**src/rtl/trap_controller.sv**
```systemverilog
// Machine-mode trap sequencer: arbitrates interrupts and ECALL/EBREAK/MRET,
// drains the pipeline, strobes the CSR file once and redirects fetch.
module trap_controller #(
  parameter int unsigned MAX_DRAIN = 15
) (
  input  logic        clk,
  input  logic        rst,
  input  logic [31:0] mstatus,
  input  logic [31:0] mie,
  input  logic [31:0] mip,
  input  logic [31:0] mtvec,
  input  logic [31:0] mepc,
  input  logic [31:0] ex_pc,
  input  logic        ex_valid,
  input  logic        ecall_in,
  input  logic        ebreak_in,
  input  logic        mret_in,
  input  logic        pipe_drained,
  output logic        stall_req,
  output logic        flush_req,
  output logic        interrupt_taken,
  output logic        ecall_exception,
  output logic        ebreak_exception,
  output logic        mret_instruction,
  output logic [31:0] interrupt_cause,
  output logic [31:0] interrupt_pc,
  output logic        redirect_valid,
  output logic [31:0] redirect_pc,
  output logic        busy,
  output logic        drain_error
);

  typedef enum logic [1:0] {IDLE, DRAIN, COMMIT, REDIRECT} state_t;
  typedef enum logic [1:0] {K_IRQ, K_ECALL, K_EBREAK, K_MRET} kind_t;

  localparam logic [7:0] DRAIN_LAST = 8'(MAX_DRAIN - 1);

  state_t      state, state_nx;
  kind_t       kind, kind_nx;
  logic        aborted;
  logic [7:0]  drain_cnt;
  logic [31:0] pend;
  logic        irq;
  logic [31:0] irq_cause;
  logic        event_present;
  logic        drain_timeout;
  logic        drain_done;
  logic [31:0] trap_base;
  logic [31:0] trap_target;
  logic        unused_mstatus;

  assign unused_mstatus = ^{mstatus[31:4], mstatus[2:0]};

  assign pend          = mie & mip & 32'h0000_0888;
  assign irq           = mstatus[3] & (|pend);
  assign event_present = ex_valid & (irq | ecall_in | ebreak_in | mret_in);
  assign drain_timeout = (drain_cnt == DRAIN_LAST);
  assign drain_done    = pipe_drained | drain_timeout;

  always_comb begin
    irq_cause = 32'h8000_0007;
    if (pend[11])     irq_cause = 32'h8000_000B;
    else if (pend[3]) irq_cause = 32'h8000_0003;
  end

  always_comb begin
    kind_nx = K_MRET;
    if (irq)            kind_nx = K_IRQ;
    else if (ecall_in)  kind_nx = K_ECALL;
    else if (ebreak_in) kind_nx = K_EBREAK;
  end

  // Vectored mode applies to interrupts only; exceptions always use the base.
  always_comb begin
    trap_base   = {mtvec[31:2], 2'b00};
    trap_target = trap_base;
    if (mtvec[1:0] == 2'b01 && kind == K_IRQ)
      trap_target = trap_base + {25'd0, interrupt_cause[4:0], 2'b00};
  end

  always_comb begin
    state_nx = state;
    case (state)
      IDLE:     if (event_present) state_nx = DRAIN;
      DRAIN:    if (drain_done)    state_nx = COMMIT;
      COMMIT:   state_nx = REDIRECT;
      REDIRECT: state_nx = IDLE;
      default:  state_nx = IDLE;
    endcase
  end

  always_ff @(posedge clk) begin
    if (rst) begin
      state           <= IDLE;
      kind            <= K_IRQ;
      aborted         <= 1'b0;
      drain_cnt       <= '0;
      drain_error     <= 1'b0;
      interrupt_cause <= '0;
      interrupt_pc    <= '0;
      redirect_pc     <= '0;
    end else begin
      state <= state_nx;
      case (state)
        IDLE: begin
          if (event_present) begin
            kind         <= kind_nx;
            interrupt_pc <= ex_pc;
            drain_cnt    <= '0;
            aborted      <= 1'b0;
            if (irq) interrupt_cause <= irq_cause;
          end
        end
        DRAIN: begin
          drain_cnt <= drain_cnt + 8'd1;
          if (!pipe_drained && drain_timeout) drain_error <= 1'b1;
          // An interrupt that vanished while draining is replayed, not taken.
          if (drain_done && kind == K_IRQ && !irq) aborted <= 1'b1;
        end
        COMMIT: begin
          if (aborted)             redirect_pc <= interrupt_pc;
          else if (kind == K_MRET) redirect_pc <= mepc;
          else                     redirect_pc <= trap_target;
        end
        default: ;
      endcase
    end
  end

  always_comb begin
    stall_req        = 1'b0;
    flush_req        = 1'b0;
    busy             = 1'b0;
    redirect_valid   = 1'b0;
    interrupt_taken  = 1'b0;
    ecall_exception  = 1'b0;
    ebreak_exception = 1'b0;
    mret_instruction = 1'b0;
    case (state)
      DRAIN: begin
        stall_req = 1'b1;
        flush_req = 1'b1;
        busy      = 1'b1;
      end
      COMMIT: begin
        stall_req = 1'b1;
        busy      = 1'b1;
        if (!aborted) begin
          interrupt_taken  = (kind == K_IRQ);
          ecall_exception  = (kind == K_ECALL);
          ebreak_exception = (kind == K_EBREAK);
          mret_instruction = (kind == K_MRET);
        end
      end
      REDIRECT: begin
        stall_req      = 1'b1;
        busy           = 1'b1;
        redirect_valid = 1'b1;
      end
      default: ;
    endcase
  end

endmodule
```
**config.mk**
```make
export PLATFORM = sky130hd
export DESIGN_NAME = trap_controller
export DESIGN_NICKNAME = d
export VERILOG_FILES = /design/src/rtl/trap_controller.sv
export SDC_FILE = /design/constraint.sdc
export NUM_CORES = 1
export LEC_CHECK = 0
export CAP_MARGIN = 20
export CORE_AREA = 2 2 118 120
export DETAILED_ROUTE_END_ITERATION = 10
export DIE_AREA = 0 0 120 122
export DONT_BUFFER_PORTS = 1
export HOLD_SLACK_MARGIN = 0.05
export PLACE_DENSITY = 0.63
export RECOVER_POWER = 25
export SYNTH_ARGS = -nofsm -noshare
export SYNTH_HDL_FRONTEND = slang
export SYNTH_SLANG_ARGS = --single-unit
```
**constraint.sdc**
```tcl
create_clock -name clk -period 3.3 [get_ports clk]
set_clock_uncertainty 0.1 [all_clocks]
set_input_delay 0.495 -clock clk [delete_from_list [all_inputs] [get_ports clk]]
set_output_delay 0.495 -clock clk [all_outputs]
set_load 0.01 [all_outputs]
```
Yosys cells after proc, flatten, opt, wreduce, memory -nomap -nowiden
Index checks and enable logic that the tools add are counted.

cells by class
  mux-type cells = 27
  add/subtract/negate cells = 2
  multiply operators = 0
  equal/unequal tests = 11
  reduce and logical (&&, ||, !) cells = 17
  bitwise logic cells = 7
  div/mod/pow operators = 0
  shift operators = 0
  order comparisons = 0

operators with widths
  kind                                                             number
  32-bit 2-to-1 mux                                                4
  32-bit by 7-bit adder with 32-bit output                         1
  8-bit case mux with 2 select lines                               1
  1-bit 2-to-1 mux                                                 14
  12-bit AND                                                       1
  8-bit by 1-bit adder with 8-bit output, second input constant    1
  2-bit == test, second input constant                             4
  8-bit by 4-bit == test with 1-bit output, second input constant  1
  2-bit 2-to-1 mux                                                 4
  8-bit 2-to-1 mux                                                 1
  2-bit case mux with 4 select lines                               1
  2-bit AND reduction                                              4
  2-bit by 1-bit == test with 1-bit output, second input constant  3
  2-bit != test, second input constant                             3
  3-bit AND reduction                                              2
  3-bit OR reduction                                               2
  1-bit logical AND                                                4
  2-bit zero test                                                  2
  1-bit OR                                                         4
  3-bit 2-to-1 mux                                                 1
  1-bit AND                                                        2
  1-bit zero test                                                  2
  1-bit case mux with 2 select lines                               1
  2-bit nonzero test                                               1

storage, ports and cells
  RAM bits = 0
  bits of input ports = 199
  flip-flop bits (word level) = 110
  memories = 0
  ROM bits = 0
  latch bits = 0

Depth between registers and ports, before layout
Gate-level depths: netlist (run 1).

  word-level depth = 9
  depth in mapped cells = 8
  depth with buffers taken out = 7

Least setup slack after synthesis (run 1)
No wires, ideal clock.

  path kind = input to register
  start = input port mtvec[1]
  end = register redirect_pc[15]
  arrival time = 2.191 ns
  path buffers = 1
  slack = 0.867 ns
  setup time = 0.142 ns
  stages on the path = 6
  cells stage by stage = or4b_4 -> buf_6 -> or4_4 -> o31a_1 -> o21ai_0 -> a311oi_1

on the way
  word-level cells in the longest chain between the ends = 5

RTL lines
  item                                      line  RTL
  from (decl)                               11    input logic [31:0] mtvec,
  2-bit by 1-bit == test with 1-bit output  77    if (mtvec[1:0] == 2'b01 && kind == K_IRQ)
  1-bit logical AND                         77
  32-bit 2-to-1 mux                         77
  32-bit 2-to-1 mux                         122   else if (kind == K_MRET) redirect_pc <= mepc;
  32-bit 2-to-1 mux                         121   if (aborted) redirect_pc <= interrupt_pc;
  to (signal assigned)                      121
  to (signal assigned)                      122
  to (signal assigned)                      123   else redirect_pc <= trap_target;
  to (decl)                                 28    output logic [31:0] redirect_pc,

No other way between the ends.
A chain may end at the register's enable or synchronous reset.

Worst setup path after layout (run 1)
  start = register interrupt_cause[1]
  end = register redirect_pc[20]

on the way
  word-level cells in the longest chain between the ends = 4

RTL lines
  item                                      line  RTL
  from (decl)                               25    output logic [31:0] interrupt_cause,
  from (signal assigned)                    111   if (irq) interrupt_cause <= irq_cause;
  32-bit by 7-bit adder with 32-bit output  78    trap_target = trap_base + {25'd0, interrupt_cause[4:0], 2'b00};
  32-bit 2-to-1 mux                         77
  32-bit 2-to-1 mux                         122
  32-bit 2-to-1 mux                         121

No other way between the ends.

==> metrics.txt, run 1 <==
average wire per cell in the routed design 19.75 um; TritonCTS sink count 81; Worst setup EP type register; longest individual stage delay on the worst path 0.52 ns; clock transition at the registers of the reported paths 0.06 ns; PostCTS Resize Cnt 0; Yosys top cell by area sky130_fd_sc_hd__dfxtp_1; Crit path top cell by count sky130_fd_sc_hd__nand3_1; Tot GR Track Use 0.2158; Max-cap violations 0; number of fillers in the final layout 1414; half-perimeter wire length after detailed placement 11930 um; cells along the critical path ha_1 -> fa_1 -> nand3_1 -> a21oi_1 -> nand2_1 -> or4_1 -> nand3_1; Syn. warnings 0; Setup Crit Path Kind register to register; count of endpoints failing hold in the final timing report 0; transition at the pin with the smallest max-transition slack 0.5922 ns; sequential area share after synthesis 0.3317; ys flop type sky130_fd_sc_hd__dfxtp_1; number of library cell types mapped by synthesis 64; DR vias 4828; routability cong. 0.8597; H-Tree Level Count 3; number of cell rows 43; worst hold slack after final layout 0.1232 ns; dominant cells by area after synthesis sky130_fd_sc_hd__dfxtp_1 33%, sky130_fd_sc_hd__nand2_1 10%, sky130_fd_sc_hd__a21oi_1 6.1%; WP data arrival 2.91 ns; Min-Delay Path Class primary input to register; setup fix buffers added after clock tree synthesis 0; # IOs 304; insertion delay of the later-clocked pin in the worst-skew pair 0.35 ns; LEAKAGE 0.001846 uW; antenna diode instance count 0; first-pass GRT wire length 24300 um; total congestion overflow 0; iteration-0 DRC count of the detailed router 498; buffer levels on the longest clock path 2; Antenna Nets Post-Route 0; Worst VDD drop 472.7 uV; DIE WIDTH 120 um; TritonCTS clock tree yes; synthesized instance count 657; total power 3808 uW; synthesis-to-finish area growth 6.706%; number of iterations in the first detailed-routing pass 5; Initial Utilization 0.3620; Setup violations, final 0; Avg Inst Size Synth 7.441 um2; share of async-settable or async-resettable flops after synthesis 0; required time at the endpoint of the critical path 3.49 ns; min Tclk post-route 2.725 ns; setup tns final 0 ns; Max-Slew Margin vs Limit 0.6028; standard cell area after detailed placement 4927 um2; post-detailed-route DRC marker count 0; number of global-route vias before repair 4342; share of Yosys cell area claimed by the top area cell type 0.3317; number of synthesized flops with an enable pin 0; number of vias per cell after detailed routing 5.866; final wirelength 16250 um; total of buffers placed on input and output ports 0; setup repair after global routing missed its margin false; Final nets 849; worst setup slack before clock tree synthesis 0.6896 ns; post-route worst setup slack 0.5754 ns; biggest fanout along the worst timing path 6; final cycle utilization of the critical path 0.8256; share of layout cells above drive strength 1 0.06687; upper clock frequency limit 367.0 MHz; core outline area 13500 um2; flop and latch count out of synthesis 81; final instance area 5216 um2; slowest library cell on the worst path sky130_fd_sc_hd__or4_1; die boundary height 122 um; max-slew violation count 0; antenna violations before repair 0; number of buffers inserted by hold repair at cts 0; result of the run finished clean; pin count of the biggest net entering global routing 78; Root Buffer Master sky130_fd_sc_hd__clkbuf_16; die area 14640 um2; pwr dens 730.1 nW/um2; kind of start point of the critical path register; total clock buffers created by CTS 9; post-synth design cell area 4888 um2
## final cells by class
cell class                      instances  area (um2)  share of cell area
Sequential cell                        81        1622              0.3109
Clock inverter                          5       56.30             0.01079
Multi-Input combinational cell        517        2919              0.5596
Inverter                               15       56.30             0.01079
Tap cell                              180       225.2             0.04318
Timing Repair Buffer                   14       105.1             0.02015
Clock buffer                           11       232.7             0.04462
## Yosys cell counts (5+ instances only)
cell type and n:
sky130_fd_sc_hd__o2111ai_1 6, sky130_fd_sc_hd__o21ai_0 27, sky130_fd_sc_hd__nand4_1 11, sky130_fd_sc_hd__a31oi_1 15, sky130_fd_sc_hd__a21oi_1 60, sky130_fd_sc_hd__nor2_1 53
sky130_fd_sc_hd__nand2_1 131, sky130_fd_sc_hd__a211oi_1 8, sky130_fd_sc_hd__buf_4 30, sky130_fd_sc_hd__nor4_1 8, sky130_fd_sc_hd__inv_1 14, sky130_fd_sc_hd__or4_1 7
sky130_fd_sc_hd__and2_1 6, sky130_fd_sc_hd__and3_1 9, sky130_fd_sc_hd__ha_1 11, sky130_fd_sc_hd__o211ai_1 5, sky130_fd_sc_hd__xnor2_1 9, sky130_fd_sc_hd__a311oi_1 9
sky130_fd_sc_hd__xor2_1 5, sky130_fd_sc_hd__a221oi_1 8, sky130_fd_sc_hd__nand3_1 20, sky130_fd_sc_hd__nor3_1 15, sky130_fd_sc_hd__buf_1 10, sky130_fd_sc_hd__clkbuf_1 27
sky130_fd_sc_hd__dfxtp_1 81, sky130_fd_sc_hd__nor2b_1 5
## power breakdown
group / internal, uW / switching (uW)
clock: 586 / 421
sequential: 1220 / 324
combinational: 436 / 822
## flip-flops by register name, summed over array words and instances (netlist names)
signal	count
interrupt_pc	32
redirect_pc	32
drain_cnt	8
interrupt_cause	3
kind	2
state	2
aborted	1
drain_error	1
## placed cells by master, fill, tap and decap left out, types with 3 or more instances in the layout
| master | instances |
|---|---|
| sky130_fd_sc_hd__a21o_1 | 3 |
| sky130_fd_sc_hd__xor2_1 | 5 |
| sky130_fd_sc_hd__or4_1 | 7 |
| sky130_fd_sc_hd__a221oi_1 | 8 |
| sky130_fd_sc_hd__and2_1 | 6 |
| sky130_fd_sc_hd__o21bai_1 | 3 |
| sky130_fd_sc_hd__o211ai_1 | 5 |
| sky130_fd_sc_hd__nor3_1 | 15 |
| sky130_fd_sc_hd__a21oi_1 | 60 |
| sky130_fd_sc_hd__nand3_1 | 20 |
| sky130_fd_sc_hd__conb_1 | 27 |
| sky130_fd_sc_hd__o31a_1 | 4 |
| sky130_fd_sc_hd__o2111ai_1 | 6 |
| sky130_fd_sc_hd__o21ba_2 | 4 |
| sky130_fd_sc_hd__o21ai_0 | 27 |
| sky130_fd_sc_hd__buf_4 | 14 |
| sky130_fd_sc_hd__a311oi_1 | 9 |
| sky130_fd_sc_hd__a211o_1 | 3 |
| sky130_fd_sc_hd__nor2b_1 | 5 |
| sky130_fd_sc_hd__nor4_1 | 8 |
| sky130_fd_sc_hd__a211oi_1 | 8 |
| sky130_fd_sc_hd__nand2_1 | 131 |
| sky130_fd_sc_hd__o221ai_1 | 4 |
| sky130_fd_sc_hd__dfxtp_1 | 81 |
| sky130_fd_sc_hd__clkbuf_16 | 9 |
| sky130_fd_sc_hd__inv_1 | 14 |
| sky130_fd_sc_hd__and4_1 | 3 |
| sky130_fd_sc_hd__nor3b_1 | 4 |
| sky130_fd_sc_hd__nor2_1 | 53 |
| sky130_fd_sc_hd__xnor2_1 | 9 |
| sky130_fd_sc_hd__nand4_1 | 11 |
| sky130_fd_sc_hd__a31oi_1 | 15 |
| sky130_fd_sc_hd__ha_1 | 10 |
| sky130_fd_sc_hd__and3_1 | 9 |
## kinds of logic (layout without fill, tap and decap cells)
group                    Yosys count  after routing  synth area share
AO/OA/AOI/OAI                    175            175            0.2339
XOR/XNOR                          14             14           0.02508
adder cells (fa/ha/maj)           12             12           0.03225
buffers and inverters             85             45           0.09163
flip-flops                        81             81            0.3317
multiplexers                       1              1          0.002048
other                              1             27         0.0007671
AND/OR/NAND/NOR                  288            288            0.2826
## path summary, 6_finish.rpt
path | start | endpoint | slack, ns | cells past startpoint
min | rst | interrupt_pc[18]$_SDFFE_PP0P_ | 0.12 | 1
max | interrupt_cause[1]$_SDFFE_PP0P_ | redirect_pc[20]$_SDFFE_PP0P_ | 0.58 | 7
min reg2reg | drain_cnt[7]$_SDFFE_PP0P_ | drain_cnt[7]$_SDFFE_PP0P_ | 0.40 | 2
max reg2reg | interrupt_cause[1]$_SDFFE_PP0P_ | redirect_pc[20]$_SDFFE_PP0P_ | 0.58 | 7
## per-layer routing
metal,vias to the layer above,global-route usage,part of all wire
li1,2277,-,-
met1,2268,0.2811,0.42
met2,256,0.3317,0.45
met3,27,0.07491,0.10
met4,0,0.07574,0.021
met5,-,0,0
## worst max-delay path: cells and delay by family (launching register included)
family / cells / cell delay [ns]
AND/OR/NAND/NOR: 4 / 1.15
adder cells (fa/ha/maj): 2 / 0.49
AO/OA/AOI/OAI: 1 / 0.49
flip-flops: 1 / 0.43
## stage by stage
step	util	std cells
floorplan	-	683
global placement	0.3649	807
detailed placement	0.3649	807
CTS	0.3863	823
global route	0.3863	823
finish	0.3863	823
Note: power is estimated with default switching activity, not from simulation.
==> run 2, diff against run 1 <==
ABC_AREA = 1   (was not set)
CORE_AREA = 2 2 116 118   (was 2 2 118 120)
DIE_AREA = 0 0 118 120   (was 0 0 120 122)
PLACE_DENSITY = 0.69   (was 0.63)
clock period = 2.5 ns   (was 3.3 ns; I/O delays follow)
==> metrics.txt, run 2 <==
flop and latch count out of synthesis 81 (unchanged); half-perimeter wire length after detailed placement 12620 um (+5.8%); DR vias 4938 (+2.3%); Final nets 990 (+17%); sequential group share of total power 0.395 (-0.010); average wire per cell in the routed design 17.06 um (-14%); die boundary height 120 um (-1.6%); internal power component 2970 uW (+33%); TritonCTS clock tree yes; most frequent cells after synthesis 209 x sky130_fd_sc_hd__nand2_1, 92 x sky130_fd_sc_hd__a21oi_1, 89 x sky130_fd_sc_hd__nor2_1; required time at the endpoint of the critical path 2.03 ns (-1.46 ns); share of total power in combinational logic 0.318 (-0.012); pin count of the biggest net entering global routing 44 (-44%); Setup violations, final 0 (unchanged); switching power as a share of total power 0.4093 (-0.002176); registers with the highest flip-flop counts interrupt_pc (32), redirect_pc (32), drain_cnt (8); synthesized instance count 791 (+20%); worst r2r path cells 13 (+6); # IOs 304 (unchanged); LEAKAGE 0.002315 uW (+25%); setup tns final 0 ns (unchanged); share of layout cells above drive strength 1 0.09694 (+0.03006); share of Yosys cell area claimed by the top area cell type 0.3133 (-0.01844); Setup Crit Path Kind register to output pin; number of synthesized flops with an enable pin 0 (unchanged); cells along the critical path inv_1 -> ha_1 -> inv_1 -> nor2_1 -> inv_2 -> nor3_1 -> buf_4; Crit path top cell by count sky130_fd_sc_hd__inv_1; Avg Inst Size Synth 6.544 um2 (-12%); sequential area share after synthesis 0.3133 (-0.01844); switching power 2058 uW (+31%); total congestion overflow 0 (unchanged); TritonCTS sink count 81 (unchanged); WP data arrival 1.83 ns (-1.08 ns); H-Tree Level Count 3 (unchanged); dominant cells by area after synthesis sky130_fd_sc_hd__dfxtp_1 31%, sky130_fd_sc_hd__nand2_1 15%, sky130_fd_sc_hd__a21oi_1 8.9%; slowest library cell on the worst path sky130_fd_sc_hd__dfxtp_1; final wirelength 16380 um (+0.76%); antenna diode instance count 0 (unchanged); count of endpoints failing hold in the final timing report 0 (unchanged); clock transition at the registers of the reported paths 0.07 ns (about the same); total clock buffers created by CTS 9 (unchanged); number of vias per cell after detailed routing 5.144 (-12%); antenna violations before repair 1 (+1); biggest fanout along the worst timing path 8 (+2); synthesis-to-finish area growth 6.696% (about the same); min Tclk post-route 2.303 ns; DIE WIDTH 118 um (-1.7%); worst-case register-to-register setup slack 0.26 ns (-0.32 ns); Root Buffer Master sky130_fd_sc_hd__clkbuf_16; Tot GR Track Use 0.2301 (+0.01425); Worst setup EP type output pin; Min-Delay Path Class primary input to register; reg2reg end redirect_pc[18]$_SDFFE_PP0P_; upper clock frequency limit 434.3 MHz; final cycle utilization of the critical path 0.9211; share of power burned in the clock network 0.287 (+0.023); Worst R2R Start interrupt_cause[1]$_SDFFE_PP0P_; setup fix buffers added after clock tree synthesis 0 (unchanged); number of cell rows 42 (-2.3%); destination of the worst hold path interrupt_pc[16]$_SDFFE_PP0P_; post-detailed-route DRC marker count 0 (unchanged); number of library cell types mapped by synthesis 43 (-33%); count of buffer and inverter cells on the critical path 4 (+4); family of cells with the greatest summed delay on the critical path buffers and inverters; pwr dens 910.3 nW/um2 (+25%); most common cell in the synthesized netlist sky130_fd_sc_hd__nand2_1; insertion delay of the later-clocked pin in the worst-skew pair 0.34 ns (about the same); worst hold stages 2 (+1); buffer levels on the longest clock path 2 (unchanged); Worst VDD drop 688.8 uV (+46%); kind of start point of the critical path register; max-slew violation count 0 (unchanged); Initial Utilization 0.3988 (+0.03679); most frequent cells in the layout 209 x sky130_fd_sc_hd__nand2_1, 92 x sky130_fd_sc_hd__a21oi_1, 89 x sky130_fd_sc_hd__nor2_1; ys flop type sky130_fd_sc_hd__dfxtp_1; routability cong. 0.9492 (+10%); result of the run finished clean; number of iterations in the first detailed-routing pass 4 (-1); most common cell after layout, fill and taps aside sky130_fd_sc_hd__nand2_1; number of global-route vias before repair 4607 (+6.1%); share of async-settable or async-resettable flops after synthesis 0 (unchanged); setup repair after global routing missed its margin false; Yosys top cell by area sky130_fd_sc_hd__dfxtp_1; Antenna Nets Post-Route 0 (unchanged); post-synth design cell area 5176 um2 (+5.9%); longest individual stage delay on the worst path 0.33 ns (-0.19 ns); iteration-0 DRC count of the detailed router 324 (-35%); total power 5028 uW (+32%); Syn. warnings 0 (unchanged); Max-cap violations 0 (unchanged); first-pass GRT wire length 25240 um (+3.9%); total of buffers placed on input and output ports 0 (unchanged); core outline area 12980 um2 (-3.9%); origin of the worst min-delay path ex_pc[16]; die area 14160 um2 (-3.3%)
run 2: cell count changes in the layout (fill, tap and decap cells not counted), sizes merged, moves of 25 or more:
cell | before | now
nand2 | 131 | 220
inv | 14 | 61
a21oi | 60 | 98
nand3 | 20 | 45
o21ai | 27 | 53
nor2 | 53 | 103
run 2: worst max path at each step:
stage                                    to                             from  slack, ns  depth (start not counted)
6_report                   ebreak_exception            state[0]$_SDFFE_PP0P_       0.20                          7
2_1_floorplan   redirect_pc[8]$_SDFFE_PP0P_  interrupt_cause[1]$_SDFFE_PP0P_       0.40                         11
3_3_place_gp   redirect_pc[14]$_SDFFE_PP0P_                         mtvec[2]       0.25                         12
3_5_place_dp   redirect_pc[28]$_SDFFE_PP0P_                         mtvec[2]       0.24                         14
5_1_grt                     ecall_exception            state[0]$_SDFFE_PP0P_       0.03                          7
4_1_cts                    ebreak_exception            state[0]$_SDFFE_PP0P_       0.11                          7
run 2: cell families (layout without fill, tap and decap cells):
| kind of cell | count (synthesis) | in the layout | synth area share |
|---|---|---|---|
| adder cells (fa/ha/maj) | 12 | 12 | 0.03046 |
| AND/OR/NAND/NOR | 394 | 394 | 0.3319 |
| buffers and inverters | 121 | 88 | 0.1245 |
| flip-flops | 81 | 81 | 0.3133 |
| XOR/XNOR | 11 | 11 | 0.01861 |
| AO/OA/AOI/OAI | 171 | 171 | 0.1806 |
| other | 1 | 27 | 0.0007245 |
run 2: power groups by stage:
stage               Combinational [uW]  Clock (uW)  Sequential (uW)
global placement                  1570           0             2010
global route                      1820        1520             2030
floorplan                         1310           0             1890
finish                            1600        1440             1980
detailed placement                1600           0             2020
CTS                               1630        1470             1990
run 2: final cells by class:
cell class                 instances  area [um2]
timing repair buffer              13       122.6
inverter                          59       221.5
multi-input combinational        615        3008
fill                            1387        7457
clock inverter                     7       102.6
sequential                        81        1623
clock buffer                       9       225.2
tap                              176       220.2
run 2: routing by layer:
| metal | vias to the layer above | part of all wire | GRT usage |
|---|---|---|---|
| li1 | 2510 | - | - |
| met1 | 2204 | 0.40 | 0.2741 |
| met2 | 197 | 0.47 | 0.3805 |
| met3 | 25 | 0.11 | 0.08983 |
| met4 | 2 | 0.021 | 0.07455 |
| met5 | - | 0.00067 | 0 |
run 2: timing repair:
| item | CTS | global route |
|---|---|---|
| hold buffers | 1 | 0 |
| setup endpoints to repair | 0 | 2 |
| hold endpoints to repair | 43 | 0 |
| resized for setup | 0 | 1 |
run 2: stage by stage:
stage          utilization  cells  hold WS [ns]  area, um2  setup slack [ns]
6_report            0.4255    960       0.07536       5523            0.1973
5_1_grt             0.4255    960       0.06485       5523           0.02607
4_1_cts             0.4255    960       0.06296       5523            0.1109
3_3_place_gp        0.3987    943        0.3472       5175            0.2473
2_1_floorplan            -    817        0.3782       5274            0.3973
3_5_place_dp        0.3987    943        0.3488       5175            0.2378
